## config.mk

```make
export PLATFORM = sky130hd
export DESIGN_NAME = fft_frame_receiver
export DESIGN_NICKNAME = d
export VERILOG_FILES = /design/src/rtl/fft_frame_receiver_pkg.sv /design/src/rtl/fft_frame_receiver_power_calc.sv /design/src/rtl/fft_frame_receiver.sv
export SDC_FILE = /design/constraint.sdc
export NUM_CORES = 2
export LEC_CHECK = 0
export CAP_MARGIN = 20
export CORE_UTILIZATION = 40
export CTS_BUF_LIST = sky130_fd_sc_hd__clkbuf_4 sky130_fd_sc_hd__clkbuf_8
export DETAILED_ROUTE_END_ITERATION = 6
export SLEW_MARGIN = 20
export SYNTH_ARGS = -nofsm -noshare
export SYNTH_HDL_FRONTEND = slang
export SYNTH_HIERARCHICAL = 1
export SYNTH_SLANG_ARGS = --single-unit
```

## constraint.sdc

```tcl
create_clock -name clk_i -period 20.2 [get_ports clk_i]
set_input_delay 3.03 -clock clk_i [delete_from_list [all_inputs] [get_ports clk_i]]
set_output_delay 3.03 -clock clk_i [all_outputs]
set_load 0.01 [all_outputs]
```

## src/rtl/fft_frame_receiver_pkg.sv

```systemverilog
// Shared types and width helpers for the FFT result receiver and the FFT core.
package fft_frame_receiver_pkg;

  typedef enum logic [1:0] {
    IDLE    = 2'd0,
    CAPTURE = 2'd1,
    DRAIN   = 2'd2
  } rx_state_e;

  localparam int DW_DEF = 8;

  function automatic int pw_f(input int dw);
    return 2 * dw + 1;
  endfunction

  function automatic int aw_f(input int n);
    return $clog2(n);
  endfunction

  // Bin word layout on the FFT output bus: I in the upper half, Q in the lower half.
  function automatic logic [2*DW_DEF-1:0] iq_pack(input logic signed [DW_DEF-1:0] i,
                                                  input logic signed [DW_DEF-1:0] q);
    return {i, q};
  endfunction

  function automatic logic signed [DW_DEF-1:0] iq_get_i(input logic [2*DW_DEF-1:0] w);
    return w[2*DW_DEF-1:DW_DEF];
  endfunction

  function automatic logic signed [DW_DEF-1:0] iq_get_q(input logic [2*DW_DEF-1:0] w);
    return w[DW_DEF-1:0];
  endfunction

endpackage

```

## src/rtl/fft_frame_receiver_power_calc.sv

```systemverilog
// Square-and-sum pipeline: S1 registers I/Q, S2 registers the squares, S3 sum is presented
// combinationally so the top can write the RAM and update the peak on the same edge.
module fft_power_calc
  import fft_frame_receiver_pkg::*;
#(
  parameter int DATA_WIDTH = 8,
  parameter int AW         = 6,
  localparam int PW        = pw_f(DATA_WIDTH)
) (
  input  logic                    clk_i,
  input  logic                    rst_n_i,
  input  logic                    valid_i,
  input  logic [2*DATA_WIDTH-1:0] data_i,
  input  logic [AW-1:0]           bin_i,
  input  logic                    bank_i,
  input  logic                    last_i,
  output logic                    valid_o,
  output logic [AW-1:0]           bin_o,
  output logic                    bank_o,
  output logic                    last_o,
  output logic [PW-1:0]           power_o
);

  localparam int SW = 2 * DATA_WIDTH;

  logic signed [DATA_WIDTH-1:0] i_q, q_q;
  logic [SW-1:0]                sq_i_q, sq_q_q;
  logic [AW-1:0]                bin1_q, bin2_q;
  logic                         bank1_q, bank2_q, last1_q, last2_q, v1_q, v2_q;

  always_ff @(posedge clk_i) begin
    if (!rst_n_i) begin
      v1_q <= 1'b0;
      v2_q <= 1'b0;
    end else begin
      v1_q <= valid_i;
      v2_q <= v1_q;
    end
  end

  // Squares of a signed DW value always fit in 2*DW bits, including (-2^(DW-1))^2.
  always_ff @(posedge clk_i) begin
    i_q     <= data_i[SW-1:DATA_WIDTH];
    q_q     <= data_i[DATA_WIDTH-1:0];
    bin1_q  <= bin_i;
    bank1_q <= bank_i;
    last1_q <= last_i;
    sq_i_q  <= SW'(i_q) * SW'(i_q);
    sq_q_q  <= SW'(q_q) * SW'(q_q);
    bin2_q  <= bin1_q;
    bank2_q <= bank1_q;
    last2_q <= last1_q;
  end

  assign valid_o = v2_q;
  assign bin_o   = bin2_q;
  assign bank_o  = bank2_q;
  assign last_o  = last2_q;
  assign power_o = PW'(sq_i_q) + PW'(sq_q_q);

endmodule

```

## src/rtl/fft_frame_receiver.sv

```systemverilog
// Captures one N-bin FFT frame, stores per-bin power in a ping-pong buffer and reports the peak.
module fft_frame_receiver
  import fft_frame_receiver_pkg::*;
#(
  parameter int N          = 64,
  parameter int DATA_WIDTH = 8,
  localparam int AW        = aw_f(N),
  localparam int PW        = pw_f(DATA_WIDTH)
) (
  input  logic                    clk_i,
  input  logic                    rst_n_i,
  input  logic                    in_valid_i,
  input  logic [2*DATA_WIDTH-1:0] in_data_i,
  output logic                    frame_done_o,
  output logic [AW-1:0]           peak_bin_o,
  output logic [PW-1:0]           peak_power_o,
  output logic                    err_short_o,
  output logic                    busy_o,
  input  logic [AW-1:0]           rd_addr_i,
  output logic [PW-1:0]           rd_data_o
);

  rx_state_e     state_q, state_d;
  logic [AW-1:0] cnt_q, cnt_d;
  logic          wbank_q, wbank_d;
  logic          err_q, err_d;
  logic          last_word;

  logic          p_valid, p_bank, p_last;
  logic [AW-1:0] p_bin;
  logic [PW-1:0] p_power;

  logic [PW-1:0] max_q, peak_power_q, rd_q;
  logic [AW-1:0] maxbin_q, peak_bin_q;
  logic          commit_q, commit_bank_q, done_q, rbank_q;
  logic [PW-1:0] mem0_q [N];
  logic [PW-1:0] mem1_q [N];

  assign last_word = in_valid_i && (cnt_q == AW'(N - 1));

  always_ff @(posedge clk_i) begin
    if (!rst_n_i) state_q <= IDLE;
    else          state_q <= state_d;
  end

  // DRAIN exits on the commit edge unless the next frame has already started.
  always_comb begin
    state_d = state_q;
    unique case (state_q)
      IDLE:    if (in_valid_i) state_d = CAPTURE;
      CAPTURE: if (!in_valid_i) state_d = IDLE;
               else if (last_word) state_d = DRAIN;
      DRAIN:   if (in_valid_i) state_d = CAPTURE;
               else if (commit_q) state_d = IDLE;
      default: state_d = IDLE;
    endcase
  end

  always_comb begin
    cnt_d   = cnt_q;
    wbank_d = wbank_q;
    err_d   = 1'b0;
    if (state_q == CAPTURE && !in_valid_i) begin
      cnt_d = '0;
      err_d = 1'b1;
    end else if (in_valid_i) begin
      if (last_word) begin
        cnt_d   = '0;
        wbank_d = ~wbank_q;
      end else begin
        cnt_d = cnt_q + 1'b1;
      end
    end
  end

  always_ff @(posedge clk_i) begin
    if (!rst_n_i) begin
      cnt_q   <= '0;
      wbank_q <= 1'b0;
      err_q   <= 1'b0;
    end else begin
      cnt_q   <= cnt_d;
      wbank_q <= wbank_d;
      err_q   <= err_d;
    end
  end

  assign busy_o      = (state_q != IDLE);
  assign err_short_o = err_q;

  fft_power_calc #(.DATA_WIDTH(DATA_WIDTH), .AW(AW)) u_power (
    .clk_i   (clk_i),
    .rst_n_i (rst_n_i),
    .valid_i (in_valid_i),
    .data_i  (in_data_i),
    .bin_i   (cnt_q),
    .bank_i  (wbank_q),
    .last_i  (last_word),
    .valid_o (p_valid),
    .bin_o   (p_bin),
    .bank_o  (p_bank),
    .last_o  (p_last),
    .power_o (p_power)
  );

  // Strict compare keeps the lowest bin on ties; bin 0 restarts the running max.
  always_ff @(posedge clk_i) begin
    if (!rst_n_i) begin
      max_q         <= '0;
      maxbin_q      <= '0;
      commit_q      <= 1'b0;
      commit_bank_q <= 1'b0;
    end else begin
      commit_q      <= p_valid && p_last;
      commit_bank_q <= p_bank;
      if (p_valid && (p_bin == '0 || p_power > max_q)) begin
        max_q    <= p_power;
        maxbin_q <= p_bin;
      end
    end
  end

  always_ff @(posedge clk_i) begin
    if (p_valid && !p_bank) mem0_q[p_bin] <= p_power;
    if (p_valid && p_bank)  mem1_q[p_bin] <= p_power;
  end

  always_ff @(posedge clk_i) begin
    if (!rst_n_i) begin
      done_q       <= 1'b0;
      peak_bin_q   <= '0;
      peak_power_q <= '0;
      rbank_q      <= 1'b0;
      rd_q         <= '0;
    end else begin
      done_q <= commit_q;
      if (commit_q) begin
        peak_bin_q   <= maxbin_q;
        peak_power_q <= max_q;
        rbank_q      <= commit_bank_q;
      end
      rd_q <= rbank_q ? mem1_q[rd_addr_i] : mem0_q[rd_addr_i];
    end
  end

  assign frame_done_o = done_q;
  assign peak_bin_o   = peak_bin_q;
  assign peak_power_o = peak_power_q;
  assign rd_data_o    = rd_q;

endmodule

```

=== Word level (Yosys, flattened, before mapping) ===
Memories as Yosys holds them, arrays and structs flattened.
Index checks and enable logic that the tools add are counted.

* Reductions and logical operators: 15
* Muxes and demuxes: 13
* Bitwise logic cells: 3
* Add/subtract/negate cells: 2
* Multipliers: 2
* $lt $le $gt $ge: 1
* Eq/ne operators: 6

{| class="wikitable"
|+ Operators by type and width
! operator !! count
|-
| $mul A8 B8 Y16 || 2
|-
| $add A16 B16 Y17 || 1
|-
| $gt A17 B17 Y1 || 1
|-
| $mux W17 || 1
|-
| $mux W2 || 5
|-
| $add A6 B1 Y6 const B || 1
|-
| $eq A6 B6 Y1 const B || 1
|-
| $logic_and A1 B1 Y1 || 6
|-
| $logic_not A6 Y1 || 1
|-
| $mux W6 || 1
|-
| $pmux W2 S3 || 1
|-
| $reduce_and A3 Y1 || 2
|-
| $mux W1 || 5
|-
| $ne A3 B2 Y1 const B || 1
|-
| $ne A3 B3 Y1 const B || 1
|-
| $not A1 Y1 || 3
|-
| $eq A2 B1 Y1 const B || 1
|-
| $eq A2 B2 Y1 const B || 1
|-
| $logic_not A1 Y1 || 2
|-
| $logic_not A2 Y1 || 1
|-
| $ne A2 B2 Y1 const B || 1
|-
| $reduce_bool A2 Y1 || 1
|-
| $reduce_or A2 Y1 || 1
|-
| $logic_or A1 B1 Y1 || 1
|}

* Memories: 2
* RAM bits: 2,176
* Input port bits: 25
* Register bits after elaboration: 143
* Word-level logic and storage cells: 69
* Output and inout bits: 43

{| class="wikitable"
|+ Memory list
! name !! depth !! bits a word !! rd ports !! clocked after Yosys merged registers in !! write ports !! line !! text
|-
| mem0_q || 64 || 17 || 1 || 0 || 1 || fft_frame_receiver.sv:36 || <nowiki>logic [PW-1:0] mem0_q [N];</nowiki>
|-
| mem1_q || 64 || 17 || 1 || 0 || 1 || fft_frame_receiver.sv:37 || <nowiki>logic [PW-1:0] mem1_q [N];</nowiki>
|}

=== Longest topological paths before layout ===
* Depth in word-level cells: 5
* Mapped depth: 17
* Gate-level depth less buffers: 16

=== Modules after synthesis ===
The synthesis kept the hierarchy.

{| class="wikitable"
|+ By module, submodules not included
! module !! times used !! cells each !! area an instance (µm²)
|-
| fft_frame_receiver || 1 || 4,395 || 86,870.8
|-
| fft_power_calc || 1 || 611 || 6,034.5
|}

=== Worst setup path after synthesis ===
No wires, ideal clock.

* Kind: register to register
* From: register u_power.sq_i_q[3]
* To: register max_q[0]
* Cell stages (with the launch flop): 15
* Buffers on the path: 1
* Library setup time: 0.118 ns
* Setup slack: 13.081 ns
* Data arrival time: 7.001 ns
* Clock period less this slack: 7.119 ns
* Path through: dfxtp_1 -> ha_1 -> a211oi_2 -> nor3_4 -> nor4_2 -> o21ba_1 -> xnor2_1 -> ha_1 -> nand4_1 -> nor4_1 -> a22o_1 -> clkbuf_1 -> nor3_1 -> mux2i_1 -> nand2_1

* Word-level cells in the longest chain between the ends: 4

{| class="wikitable"
|+ RTL lines
! item !! line !! text
|-
| start, declared || fft_frame_receiver_power_calc.sv:27 || <nowiki>logic [SW-1:0] sq_i_q, sq_q_q;</nowiki>
|-
| start signal, assigned || fft_frame_receiver_power_calc.sv:48 || <nowiki>sq_i_q <= SW'(i_q) * SW'(i_q);</nowiki>
|-
| $add A16 B16 Y17 || fft_frame_receiver_power_calc.sv:59 || <nowiki>assign power_o = PW'(sq_i_q) + PW'(sq_q_q);</nowiki>
|-
| named net p_power[15] || fft_frame_receiver.sv:31 || <nowiki>logic [PW-1:0] p_power;</nowiki>
|-
| $gt A17 B17 Y1 || fft_frame_receiver.sv:116 || <nowiki>if (p_valid && (p_bin == '0 || p_power > max_q)) begin</nowiki>
|-
| $logic_or A1 B1 Y1 || fft_frame_receiver.sv:116 ||
|-
| $logic_and A1 B1 Y1 || fft_frame_receiver.sv:116 ||
|-
| end signal, assigned || fft_frame_receiver.sv:117 || <nowiki>max_q <= p_power;</nowiki>
|-
| end, declared || fft_frame_receiver.sv:33 || <nowiki>logic [PW-1:0] max_q, peak_power_q, rd_q;</nowiki>
|}

The timed path passes the listed nets, and every way through them passes these cells.
A chain may end at the register's enable or synchronous reset.

=== Final worst setup path ===
* From: input port rd_addr_i[1]
* To: register rd_q[7], in the netlist rd_data_o[7]

* Word-level cells in the longest chain between the ends: 2

{| class="wikitable"
|+ RTL lines
! item !! line !! text
|-
| start, declared || fft_frame_receiver.sv:19 || <nowiki>input logic [AW-1:0] rd_addr_i,</nowiki>
|-
| $mem_v2 Z64 W17 (on tied branches) || n/a ||
|-
| $mux W17 * || fft_frame_receiver.sv:142 || <nowiki>rd_q <= rbank_q ? mem1_q[rd_addr_i] : mem0_q[rd_addr_i];</nowiki>
|-
| end signal, assigned || fft_frame_receiver.sv:142 ||
|-
| end, declared || fft_frame_receiver.sv:33 ||
|}

Every way passes the cells marked *; elsewhere a longest branch is shown, timed or not.

==> flow_summary_export.csv <==
group,metric,value,unit
setup_path,critPathMaxFanout,99,
final_layout,nets,5611,
clock_network,htree_levels,5,
yosys,synth_seq_cells,2317,
clock_network,cts_buffers,390,
clock_network,path_clk_slew,0.06,ns
placement,routabilityCongestion,0.815,
setup_path,path_common_cell,"buf_4",
sta,rsz0062_at_grt,"false",
power,power.total,15.2,mW
final_layout,area_delta_synth_final,13.7,%
routing,ant_nets,0,
worst_hold_path,hold_path_startpoint,"u_power/bank1_q$_DFF_P_",
clock_network,ctsResizeCount,0,
clock_network,cts_tree,"done",
sta,tns,0,ns
yosys,synth_xor_area_share,0.547,%
yosys,ys_warn_count,6,
final_layout,post-route-cell-area,106000,µm²
clock_network,ctsLongestPathBuffers,4,
grt,grt_max_degree,116,
status,status,"complete, no violations",
clock_network,ctsHoldBuffers,0,
job,cap_violations,0,
sta,whs,0.295,ns
yosys,synthCells,5006,
power,p_leak,35.7,nW
sta,fmax,142,MHz
setup_path,cp_slowest_stage_delay,0.94,ns
yosys,synth_area,92900,µm²
setup_path,required,21.16,ns
clock_network,ctsRootBufferMaster,"clkbuf_8",
placement,place_area,98200,µm²
final_layout,final_cell_mix,"2176 x edfxtp_1, 412 x mux2i_1, 402 x clkbuf_8",
floorplan,die_h,484,µm
floorplan,core,230000,µm²
clock_network,clock_latency,1.09,ns
floorplan,die_w,484,µm
power,powerDensity,143,nW/µm²
worst_hold_path,holdPathEnd,"u_power/bank_o$_DFF_P_",
setup_path,crit_chain,"buf_8 > buf_4 > buf_4 > buf_4 > mux2i_1 > a22oi_1 > nand3_1 > nand2_1 > or3_1 > o41a_1",
routing,dr_total_vias,48923,
routing,drcViolationCount,0,
floorplan,start_util,40.3,%
clock_network,postCtsSetupRepairBufs,0,
sta,fin_skew,0.132,ns
setup_path,critPathSlowestCell,"buf_4",
placement,dp.cells,8046,
final_layout,drive_gt1_share,21.9,%
yosys,synth_compound_area_share,3.53,%
yosys,synthMuxAreaShare,13.4,%
worst_hold_path,min_path_type,"reg2reg",
clock_network,cts_num_sinks,2317,
setup_path,reg2reg_from,"u_power/sq_q_q[3]$_DFF_P_",
placement,dpl.hpwl,141,mm
routing,vias_per_cell,5.61,
sta,tightest_slew,1.13,ns
yosys,synth_top_family_by_area,"multiplexers",
routing,drt_wl_total,240,mm
setup_path,criticalPathCategory,"in2reg",
power,ir_drop,0.345,mV
setup_path,r2r_cells,14,
grt,grt_pass1_wl,349,mm
grt,globalRouteTotalUtil,20.4,%
setup_path,cp-end-kind,"register",
yosys,ys_types,67,
setup_path,worstReg2RegEnd,"max_q[13]$_SDFFE_PN0P_",
yosys,synth_flop_cell,"edfxtp_1",
grt,antenna_found_initial,14,
yosys,synth-async-reset-ratio,0,%
routing,avgRoutedWirePerCell,27.6,µm
placement,io_buffers,67,
floorplan,io_pins,68,
setup_path,r2r_slack,14.68,ns
sta,period_minus_slack,7.06,ns
grt,grt_pass1_vias,49753,
yosys,synthAdderAreaFrac,2.99,%
routing,drt_iter0_drc,5165,
yosys,syn-num-nets,5203,
final_layout,mostFrequentLayoutCell,"edfxtp_1",
grt,grt_remaining_overflow,0,
yosys,synth_simple_gate_area_share,4.29,%
yosys,synth_edf_count,2176,
sta,hold_violations,0,
floorplan,die-area,234000,µm²
routing,dr.pass1.iters,5,
sta,final_max_slew_viol_count,0,
sta,slew_headroom,24.5,%
final_layout,finalNonFillerCells,8725,
floorplan,row_count,176,
worst_hold_path,hold-path-cell-count,0,
yosys,synth_area_per_cell,18.6,µm²
setup_path,cp-start-kind,"input port",
sta,setup_violations,0,
yosys,ys_seq_area_share,73.4,%
setup_path,worstPathArrival,8.03,ns
sta,min_period_over_period,35.0,%
[cell type report]
type                            instances  area (µm²)
Multi-Input combinational cell       2280       23400
Clock buffer                          541        6580
Clock inverter                        128         752
Tap cell                             3026        3790
Sequential cell                      2317       68200
Fill cell                           19648      125000
Timing Repair Buffer                  281        2360
Antenna cell                            8        20.0
Inverter                              144         541
[stage by stage]
stage | setup WS, ns | utilization [%]
2_1_floorplan | 13.08 | -
3_3_place_gp | 12.07 | 42.6
3_5_place_dp | 12.05 | 42.6
4_1_cts | 13.21 | 45.8
5_1_grt | 12.98 | 45.8
6_report | 13.14 | 45.8
[registers in the layout, indices dropped and copies added, names as in the netlist, 15 cells and up]
name and count:
mem0_q 1088, mem1_q 1088, max_q 17, peak_power_o 17, rd_data_o 17, u_power/sq_i_q 15, u_power/sq_q_q 15
[worst max-delay path, delay by kind of cell]
family / cells / cell delay (ns)
buffers and inverters: 4 / 3.04
and+or+nand+nor: 3 / 0.93
AOI/OAI and AO/OA: 2 / 0.48
muxes: 1 / 0.28
[synthesized netlist by cell type (all sizes together), types with 89 or more instances]
| library cell | n | share of area, % |
|---|---|---|
| a22oi | 236 | 1.9 |
| buf | 123 | 0.69 |
| clkbuf | 142 | 0.58 |
| dfxtp | 141 | 3.0 |
| edfxtp | 2176 | 70 |
| ha | 89 | 1.2 |
| inv | 144 | 0.58 |
| mux2i | 412 | 4.4 |
| mux4 | 370 | 9.0 |
| nand2 | 154 | 0.62 |
| nand3 | 213 | 1.1 |
| nor2 | 194 | 0.79 |
[power by group]
part | leakage, nW | total, mW | internal (mW) | switching (mW)
Clock | 3.88 | 4.00 | 2.17 | 1.82
Sequential | 20.9 | 7.46 | 7.42 | 0.0429
Combinational | 10.9 | 3.70 | 0.678 | 3.02
Total | 35.7 | 15.2 | 10.3 | 4.89
[logic make-up after synthesis]
| logic type | Yosys count |
|---|---|
| XOR/XNOR | 58 |
| AO/OA/AOI/OAI | 451 |
| multiplexers | 784 |
| AND/OR/NAND/NOR | 815 |
| flip-flops | 2317 |
| buffers and inverters | 409 |
| adder cells (fa/ha/maj) | 172 |
[how the worst max path moves through the flow]
stage                              startpoint                        to  slack (ns)  depth (start not counted)
finish                           rd_addr_i[1]   rd_data_o[7]$_SDFF_PN0_       13.14                         10
CTS                              rd_addr_i[1]   rd_data_o[7]$_SDFF_PN0_       13.21                         10
floorplan           u_power/sq_i_q[3]$_DFF_P_     max_q[0]$_SDFFE_PN0P_       13.08                         14
detailed placement               rd_addr_i[0]   rd_data_o[7]$_SDFF_PN0_       12.05                          9
global placement                 rd_addr_i[0]   rd_data_o[7]$_SDFF_PN0_       12.07                          9
global route                     rd_addr_i[0]  rd_data_o[12]$_SDFF_PN0_       12.98                          9
[layer usage]
metal,vias up,global-route usage [%],share of wire (%)
met2,1853,32.2,47
li1,20858,-,-
met5,-,0,0.025
met1,25778,28.0,42
met3,424,4.22,7.5
met4,10,7.27,3.3
Power figures use the tool's default switching activity.
